<file path="src/rtl/ysyx_25040111_mtime_rdr.sv">
// ysyx_25040111_mtime_rdr: reads the 64-bit mtime as two 32-bit words
// (hi, lo, hi) and retries torn samples a bounded number of times.
module ysyx_25040111_mtime_rdr #(
`ifdef RUNSOC
    parameter logic [31:0] BASE      = 32'h02000048,
`else
    parameter logic [31:0] BASE      = 32'ha0000048,
`endif
    parameter int          MAX_RETRY = 3
) (
    input  logic        clock,
    input  logic        reset,
    input  logic        req_valid,
    output logic        req_ready,
    output logic        resp_valid,
    input  logic        resp_ready,
    output logic [63:0] resp_data,
    output logic        resp_err,
    output logic [31:0] araddr,
    output logic        arvalid,
    input  logic        arready,
    input  logic [31:0] rdata,
    input  logic        rvalid,
    output logic        rready
);

    localparam int RW = (MAX_RETRY > 0) ? $clog2(MAX_RETRY + 1) : 1;
    localparam logic [RW-1:0] MAX_R   = RW'(MAX_RETRY);
    localparam logic [31:0]   ADDR_HI = BASE + 32'd4;
    localparam logic [31:0]   ADDR_LO = BASE;

    typedef enum logic [2:0] {
        IDLE,
        AR_HI1,
        R_HI1,
        AR_LO,
        R_LO,
        AR_HI2,
        R_HI2,
        RESP
    } state_t;

    state_t        state_q, state_d;
    logic [RW-1:0] retry_q, retry_d;
    logic [31:0]   hi1_q, hi1_d;
    logic [31:0]   lo_q, lo_d;
    logic [31:0]   araddr_q, araddr_d;
    logic          arvalid_q, arvalid_d;
    logic          rready_q, rready_d;
    logic          resp_valid_q, resp_valid_d;
    logic          resp_err_q, resp_err_d;
    logic [63:0]   resp_data_q, resp_data_d;

    assign req_ready  = (state_q == IDLE);
    assign resp_valid = resp_valid_q;
    assign resp_data  = resp_data_q;
    assign resp_err   = resp_err_q;
    assign araddr     = araddr_q;
    assign arvalid    = arvalid_q;
    assign rready     = rready_q;

    // Next-state and registered-output computation for the hi/lo/hi sequence.
    always_comb begin
        state_d      = state_q;
        retry_d      = retry_q;
        hi1_d        = hi1_q;
        lo_d         = lo_q;
        araddr_d     = araddr_q;
        arvalid_d    = arvalid_q;
        rready_d     = rready_q;
        resp_valid_d = resp_valid_q;
        resp_err_d   = resp_err_q;
        resp_data_d  = resp_data_q;
        unique case (state_q)
            IDLE: begin
                if (req_valid) begin
                    state_d    = AR_HI1;
                    retry_d    = '0;
                    resp_err_d = 1'b0;
                    araddr_d   = ADDR_HI;
                    arvalid_d  = 1'b1;
                end
            end
            AR_HI1: begin
                if (arready) begin
                    state_d   = R_HI1;
                    arvalid_d = 1'b0;
                    rready_d  = 1'b1;
                end
            end
            R_HI1: begin
                if (rvalid) begin
                    state_d   = AR_LO;
                    hi1_d     = rdata;
                    rready_d  = 1'b0;
                    araddr_d  = ADDR_LO;
                    arvalid_d = 1'b1;
                end
            end
            AR_LO: begin
                if (arready) begin
                    state_d   = R_LO;
                    arvalid_d = 1'b0;
                    rready_d  = 1'b1;
                end
            end
            R_LO: begin
                if (rvalid) begin
                    state_d   = AR_HI2;
                    lo_d      = rdata;
                    rready_d  = 1'b0;
                    araddr_d  = ADDR_HI;
                    arvalid_d = 1'b1;
                end
            end
            AR_HI2: begin
                if (arready) begin
                    state_d   = R_HI2;
                    arvalid_d = 1'b0;
                    rready_d  = 1'b1;
                end
            end
            R_HI2: begin
                if (rvalid) begin
                    rready_d = 1'b0;
                    if (rdata == hi1_q) begin
                        state_d      = RESP;
                        resp_data_d  = {hi1_q, lo_q};
                        resp_valid_d = 1'b1;
                    end else if (retry_q < MAX_R) begin
                        // Hi word moved: re-read lo against the newer hi.
                        state_d   = AR_LO;
                        hi1_d     = rdata;
                        retry_d   = retry_q + RW'(1);
                        araddr_d  = ADDR_LO;
                        arvalid_d = 1'b1;
                    end else begin
                        state_d      = RESP;
                        resp_data_d  = {rdata, 32'h0};
                        resp_err_d   = 1'b1;
                        resp_valid_d = 1'b1;
                    end
                end
            end
            RESP: begin
                if (resp_ready) begin
                    state_d      = IDLE;
                    resp_valid_d = 1'b0;
                end
            end
        endcase
    end

    // State and output registers; reset abandons any transaction in flight.
    always_ff @(posedge clock or negedge reset) begin
        if (!reset) begin
            state_q      <= IDLE;
            retry_q      <= '0;
            hi1_q        <= '0;
            lo_q         <= '0;
            araddr_q     <= ADDR_HI;
            arvalid_q    <= 1'b0;
            rready_q     <= 1'b0;
            resp_valid_q <= 1'b0;
            resp_err_q   <= 1'b0;
            resp_data_q  <= '0;
        end else begin
            state_q      <= state_d;
            retry_q      <= retry_d;
            hi1_q        <= hi1_d;
            lo_q         <= lo_d;
            araddr_q     <= araddr_d;
            arvalid_q    <= arvalid_d;
            rready_q     <= rready_d;
            resp_valid_q <= resp_valid_d;
            resp_err_q   <= resp_err_d;
            resp_data_q  <= resp_data_d;
        end
    end

endmodule

</file>
<file path="config.mk">
export PLATFORM = sky130hd
export DESIGN_NAME = ysyx_25040111_mtime_rdr
export DESIGN_NICKNAME = d
export VERILOG_FILES = /design/src/rtl/ysyx_25040111_mtime_rdr.sv
export SDC_FILE = /design/constraint.sdc
export NUM_CORES = 1
export LEC_CHECK = 0
export BUFFER_PORTS_ARGS = -buffer_cell sky130_fd_sc_hd__buf_2
export CELL_PAD_IN_SITES_DETAIL_PLACEMENT = 0
export CELL_PAD_IN_SITES_GLOBAL_PLACEMENT = 2
export CORE_AREA = 2 2 143 180
export DETAILED_ROUTE_END_ITERATION = 10
export DIE_AREA = 0 0 145 182
export GPL_TIMING_DRIVEN = 0
export PLACE_DENSITY_LB_ADDON = 0.1
export SYNTH_ARGS = -nofsm -noshare
export SYNTH_HDL_FRONTEND = slang
export SYNTH_SLANG_ARGS = --single-unit
export TNS_END_PERCENT = 10
</file>
<file path="constraint.sdc">
create_clock -name clock -period 3.75 [get_ports clock]
set_clock_uncertainty 0.05 [all_clocks]
set_input_delay 0.1875 -clock clock [delete_from_list [all_inputs] [get_ports clock]]
set_output_delay 0.1875 -clock clock [all_outputs]
set_load 0.05 [all_outputs]
</file>
# == After elaboration in Yosys (flattened, before gate mapping) ==
# Cells that the tools add are included.
# Widths: inputs -> output; s select.
# totals
wordCells,105
input_bits,38
out_inout_bits,101
reg_bits,169
# op_classes
order_cmp,1
add_sub_neg,1
mux,49
eq_ne,24
n_reduce_logical,20
# ops
op,n
$mux 32,10
$mux 64,2
$pmux 32 s4,1
$pmux 32 s2,1
$eq 32x32->1,1
$mux 3,10
$ne 2x2->1 const B,12
$pmux 3 s8,1
$mux 1,15
$reduce_and 5->1,3
$reduce_and 7->1,2
$eq 3x3->1 const B,4
$mux 2,4
$reduce_and 8->1,1
$reduce_bool 2->1,4
$reduce_bool 4->1,2
$eq 3x2->1 const B,2
$ne 2x1->1 const B,3
$pmux 1 s2,3
$reduce_and 3->1,2
$reduce_or 3->1,2
$pmux 1 s4,1
$pmux 2 s2,1
$reduce_and 4->1,1
7 further kinds,7

# == Longest topological paths before layout ==
# logic_depth
depth_word,5
depth_mapped,9
ltp_nobuf,8

# == Worst setup path after synthesis ==
# No wires, ideal clock.
# synth_timing
path_type,register -> register
start,reg state_q[0]
end,"reg arvalid_q, in the netlist arvalid"
required_time_ps,3574
path_stages_with_launch,9
period_less_slack_ps,2364
arrival_ps,2188
path_slack_ps,1386
path_buffers,0
setup_ps,126
cell_sequence,dfrtp_1 inv_1 ha_1 nor2b_1 nor2b_1 a21oi_1 nand2b_1 a211oi_1 o32a_1
# synth_between
word_cells_on_any_way,18
classes_between,eq/ne (12); mux (1); reduce/logical (5)
# synth_rtl
item,line,text
"start, declared",43,"state_t state_q, state_d;"
"start signal, assigned",168,state_q <= state_d;
$logic_not 3->1 *,-,
named net req_ready,14,"output logic req_ready,"
$reduce_bool 4->1 (no source line) or $ne 2x2->1 (tied branches),-,
$reduce_and 7->1 (no source line),-,
"end signal, assigned",173,arvalid_q <= arvalid_d;
"end, declared",48,"logic arvalid_q, arvalid_d;"
# Mark *: on every way through the listed nets, which the timed path passes. The rest lies on a longest branch.
# A chain may end at the register's enable or synchronous reset.

# == Worst setup path after layout ==
# layout_timing
start,reg hi1_q[25]
end,reg hi1_q[21]
# layout_between
elab_chain_len,3
# layout_lines
item,line,text
"start, declared",45,"logic [31:0] hi1_q, hi1_d;"
"start signal, assigned",170,hi1_q <= hi1_d;
$eq 32x32->1,126,if (rdata == hi1_q) begin
$ne 2x2->1 (no source line),-,
$reduce_and 5->1 (no source line),-,
# No other way between the ends.

==> PnR_summary.wiki <==
{| class="wikitable"
! Metric !! Value
|-
| Fraction of layout instances using a drive strength above 1 || 0.425
|-
| Endpoint class of the critical path || register
|-
| Final Hold Viols || 0
|-
| Achievable Freq || 347 MHz
|-
| Area of combinational cells with multiple inputs || 0.00233 mm²
|-
| Total via count in the routed design || 3817
|-
| First-pass detailed-route iteration total || 4
|-
| Critical Path Max Stage Delay || 0.63 ns
|-
| Synth top area share || 0.566
|-
| Setup repair after global routing missed its margin || false
|-
| Wire length of the first global-routing pass || 24800 µm
|-
| Reported max-cap violation count || 0
|-
| Remaining global-route overflow || 0
|-
| Relative slew margins || 0.429
|-
| Drt via density || 4.07
|-
| Die outline area || 0.0264 mm²
|-
| Mapped Area || 0.00606 mm²
|-
| Pwr dens || 735 mW/mm²
|-
| HPWL after detailed placement || 11100 µm
|-
| Number of nets still failing antenna checks after routing || 0
|-
| Maximum vdd drop || 328 µV
|-
| Clock Latency Late Sink || 0.42 ns
|-
| Worst R2R Setup Slack || 0.87 ns
|-
| Cell leakage power || 3.95 nW
|-
| Synthesized flop and latch total || 138
|-
| Final critical-path setup slack || 0.872 ns
|-
| Most instantiated cells after synthesis || 137 x sky130_fd_sc_hd__dfrtp_1, 49 x sky130_fd_sc_hd__mux2_2, 33 x sky130_fd_sc_hd__a22o_1
|-
| Clock root buffer || sky130_fd_sc_hd__clkbuf_16
|-
| Total global routing track utilization || 0.124
|-
| Required time worst endpoint || 3.99 ns
|-
| Shortest clock period the worst path allows after layout || 2.88 ns
|-
| Worst path arrival time || 3.12 ns
|-
| Diodes inserted || 0
|-
| Die height || 182 µm
|-
| Async set-or-reset flop fraction in the synthesized netlist || 1.00
|-
| Worst Path Class, Setup || register to register
|-
| Number of cells produced by synthesis || 426
|-
| Routed Wire Length || 15700 µm
|-
| 1st-iter DRT viols || 167
|-
| # placed instances || 897
|-
| Top FF cell, synth || sky130_fd_sc_hd__dfrtp_1
|-
| FF+latch area || 0.00345 mm²
|-
| Number of standard cells in the layout, taps in and fillers out || 938
|-
| Status || finished clean
|-
| Cell type with the highest aggregate area in the netlist || sky130_fd_sc_hd__dfrtp_1
|-
| Post-route clock period utilization || 0.767
|-
| Number of fill cells in the layout || 2568
|-
| Maximum clock path buffer count || 2
|-
| Core Rows || 65
|-
| Area contributors post-synth || sky130_fd_sc_hd__dfrtp_1 57%, sky130_fd_sc_hd__mux2_2 9.1%, sky130_fd_sc_hd__mux2_1 5.2%, sky130_fd_sc_hd__mux2_4 5.0%, sky130_fd_sc_hd__a22o_1 4.8%
|-
| Starting utilization of the core area || 0.244
|-
| Path type of the worst min-delay path || input pin to register
|-
| Slew Viols, Final || 0
|-
| TritonCTS Sinks || 138
|-
| Floorplan die width || 145 µm
|-
| Maximum number of pins on one net before global-route repair || 86
|-
| Sequential cell area fraction in the yosys report || 0.570
|-
| Critical-path cell with the highest stage delay || sky130_fd_sc_hd__nor4_2
|-
| Number of enable-type register cells in the synthesized netlist || 0
|-
| Number of buffers created by CTS || 17
|-
| Worst Tran Pin Value || 0.857 ns
|-
| Initial antenna violation count || 0
|-
| Count of yosys warnings during synthesis || 0
|-
| Most numerous cell in the Yosys netlist || sky130_fd_sc_hd__dfrtp_1
|-
| CTS clk-pin slew, worst paths || 0.06 ns
|-
| Clock H-tree levels || 4
|-
| Number of DRC violations after detailed routing || 0
|-
| Sequence of cells on the critical path || xnor2_1 -> nand4_1 -> nor4_2 -> a21oi_2 -> o211ai_4 -> buf_6 -> mux2_4
|-
| Place WS || 0.898 ns
|-
| Layout net count || 633
|-
| Count of final setup violators || 0
|-
| Post-route total power || 5.76 mW
|-
| Wirelength per Cell || 16.7 µm
|-
| Clock tree from TritonCTS || yes
|-
| Vias in the first global route || 4003
|-
| Area growth from synthesis to layout || 29.6%
|-
| Core footprint || 0.0248 mm²
|-
| Number of distinct standard cells referenced by the synthesized netlist || 41
|-
| Final Hold Slack || 0.0162 ns
|-
| Ports placed on the boundary || 139
|-
| CP Max Fanout || 10
|-
| Post-synthesis average cell area || 14.2 µm²
|-
| Port Buffers || 106
|-
| Setup TNS Final || 0 ns
|-
| GPL Wtd Cong || 0.718
|-
| Startpoint Class || register
|}
critical path: cells and delay by family (launching register included):
family	cells	cell delay, ns
muxes	1	0.31
xor gates and xnor gates	1	0.21
AOI/OAI and AO/OA	2	0.72
DFF	1	0.39
buffers and inverters	1	0.26
and+or+nand+nor	2	0.81
worst paths after layout:
path                                            start                   endpoint  cells past startpoint
worst max-delay path            hi1_q[25]$_DFFE_PN0P_      hi1_q[21]$_DFFE_PN0P_                      7
worst min-delay path                         rdata[2]  resp_data[34]$_DFFE_PN0P_                      2
worst max register to register  hi1_q[25]$_DFFE_PN0P_      hi1_q[21]$_DFFE_PN0P_                      7
worst min register to register    lo_q[1]$_DFFE_PN0P_   resp_data[1]$_DFFE_PN0P_                      1
max in group asynchronous                       reset      hi1_q[24]$_DFFE_PN0P_                      3
min in group asynchronous                       reset     state_q[1]$_DFFE_PN0P_                      2
report_power, final:
group / switching, mW / internal (mW) / leakage, nW / total [mW]
registers: 0.269 / 1.96 / 1.78 / 2.23
logic: 0.983 / 0.816 / 1.87 / 1.80
clock network: 0.705 / 1.03 / 0.296 / 1.74
total: 1.96 / 3.81 / 3.95 / 5.76
metrics by stage:
stage	area, µm²	utilization
6_report	7850	0.316
5_1_grt	7850	0.316
4_1_cts	7850	0.316
3_5_place_dp	7150	0.288
3_3_place_gp	7120	0.287
2_1_floorplan	6170	-
placed cells by master, fill, tap and decap left out, drive strengths merged:
master,n
o211ai,3
nand2b,1
nand4,9
o21ai,9
inv,13
a21oi,4
o2bb2ai,1
nor3,2
or3,1
conb,31
a21boi,1
and2,1
clkbuf,25
o32a,1
clkinvlp,1
a22o,33
ha,5
dfrtp,137
nor4,2
mux2,97
nor2b,2
clkinv,4
o22ai,2
o31ai,1
mux2i,3
dlygate4sd3,9
a41o,1
a211oi,2
nand3,4
nor2,4
bufinv,2
dfstp,1
xnor2,32
nand2,8
buf,150
a21o,1
flip-flops by register name, indices dropped and copies added (netlist names):
| register | cells |
|---|---|
| resp_data | 64 |
| arvalid | 1 |
| resp_valid | 1 |
| rready | 1 |
| state_q | 3 |
| araddr | 1 |
| hi1_q | 32 |
| retry_q | 2 |
| lo_q | 32 |
| resp_err | 1 |
metal layers:
metal  wire length [µm]  GRT usage  part of all wire  vias up
met2               7820      0.207              0.50       85
met1               7140      0.160              0.45     1932
met3                570     0.0312             0.036       10
li1                   -          -                 -     1790
met5                  0          0                 0        -
met4                169     0.0380             0.011        0
area by class of cell:
cell class | instances | share of cell area
Inverter | 7 | 0.00335
Clock inverter | 13 | 0.0198
Multi-Input combinational cell | 261 | 0.298
Timing Repair Buffer | 116 | 0.0834
Sequential cell | 138 | 0.440
Buffer | 49 | 0.0446
Tap cell | 335 | 0.0534
Clock buffer | 19 | 0.0577
kinds of logic after synthesis:
family                   count (synthesis)  share of synthesized area
AND/OR/NAND/NOR                         34                     0.0339
adder cells (fa/ha/maj)                  5                     0.0103
buffers and inverters                   56                     0.0622
multiplexers                           100                      0.198
AO/OA/AOI/OAI                           59                     0.0781
flip-flops                             138                      0.570
other                                    2                    0.00124
XOR/XNOR                                32                     0.0463
repair_timing:
| item | 4_1_cts | 5_1_grt |
|---|---|---|
| setup buffers | 0 | 0 |
| setup endpoints to repair | 0 | 0 |
| hold buffers | 9 | 0 |
| gates resized for setup | 0 | 0 |
| endpoints found under the hold margin | 64 | 0 |
Note: power is estimated with default switching activity, not from simulation.
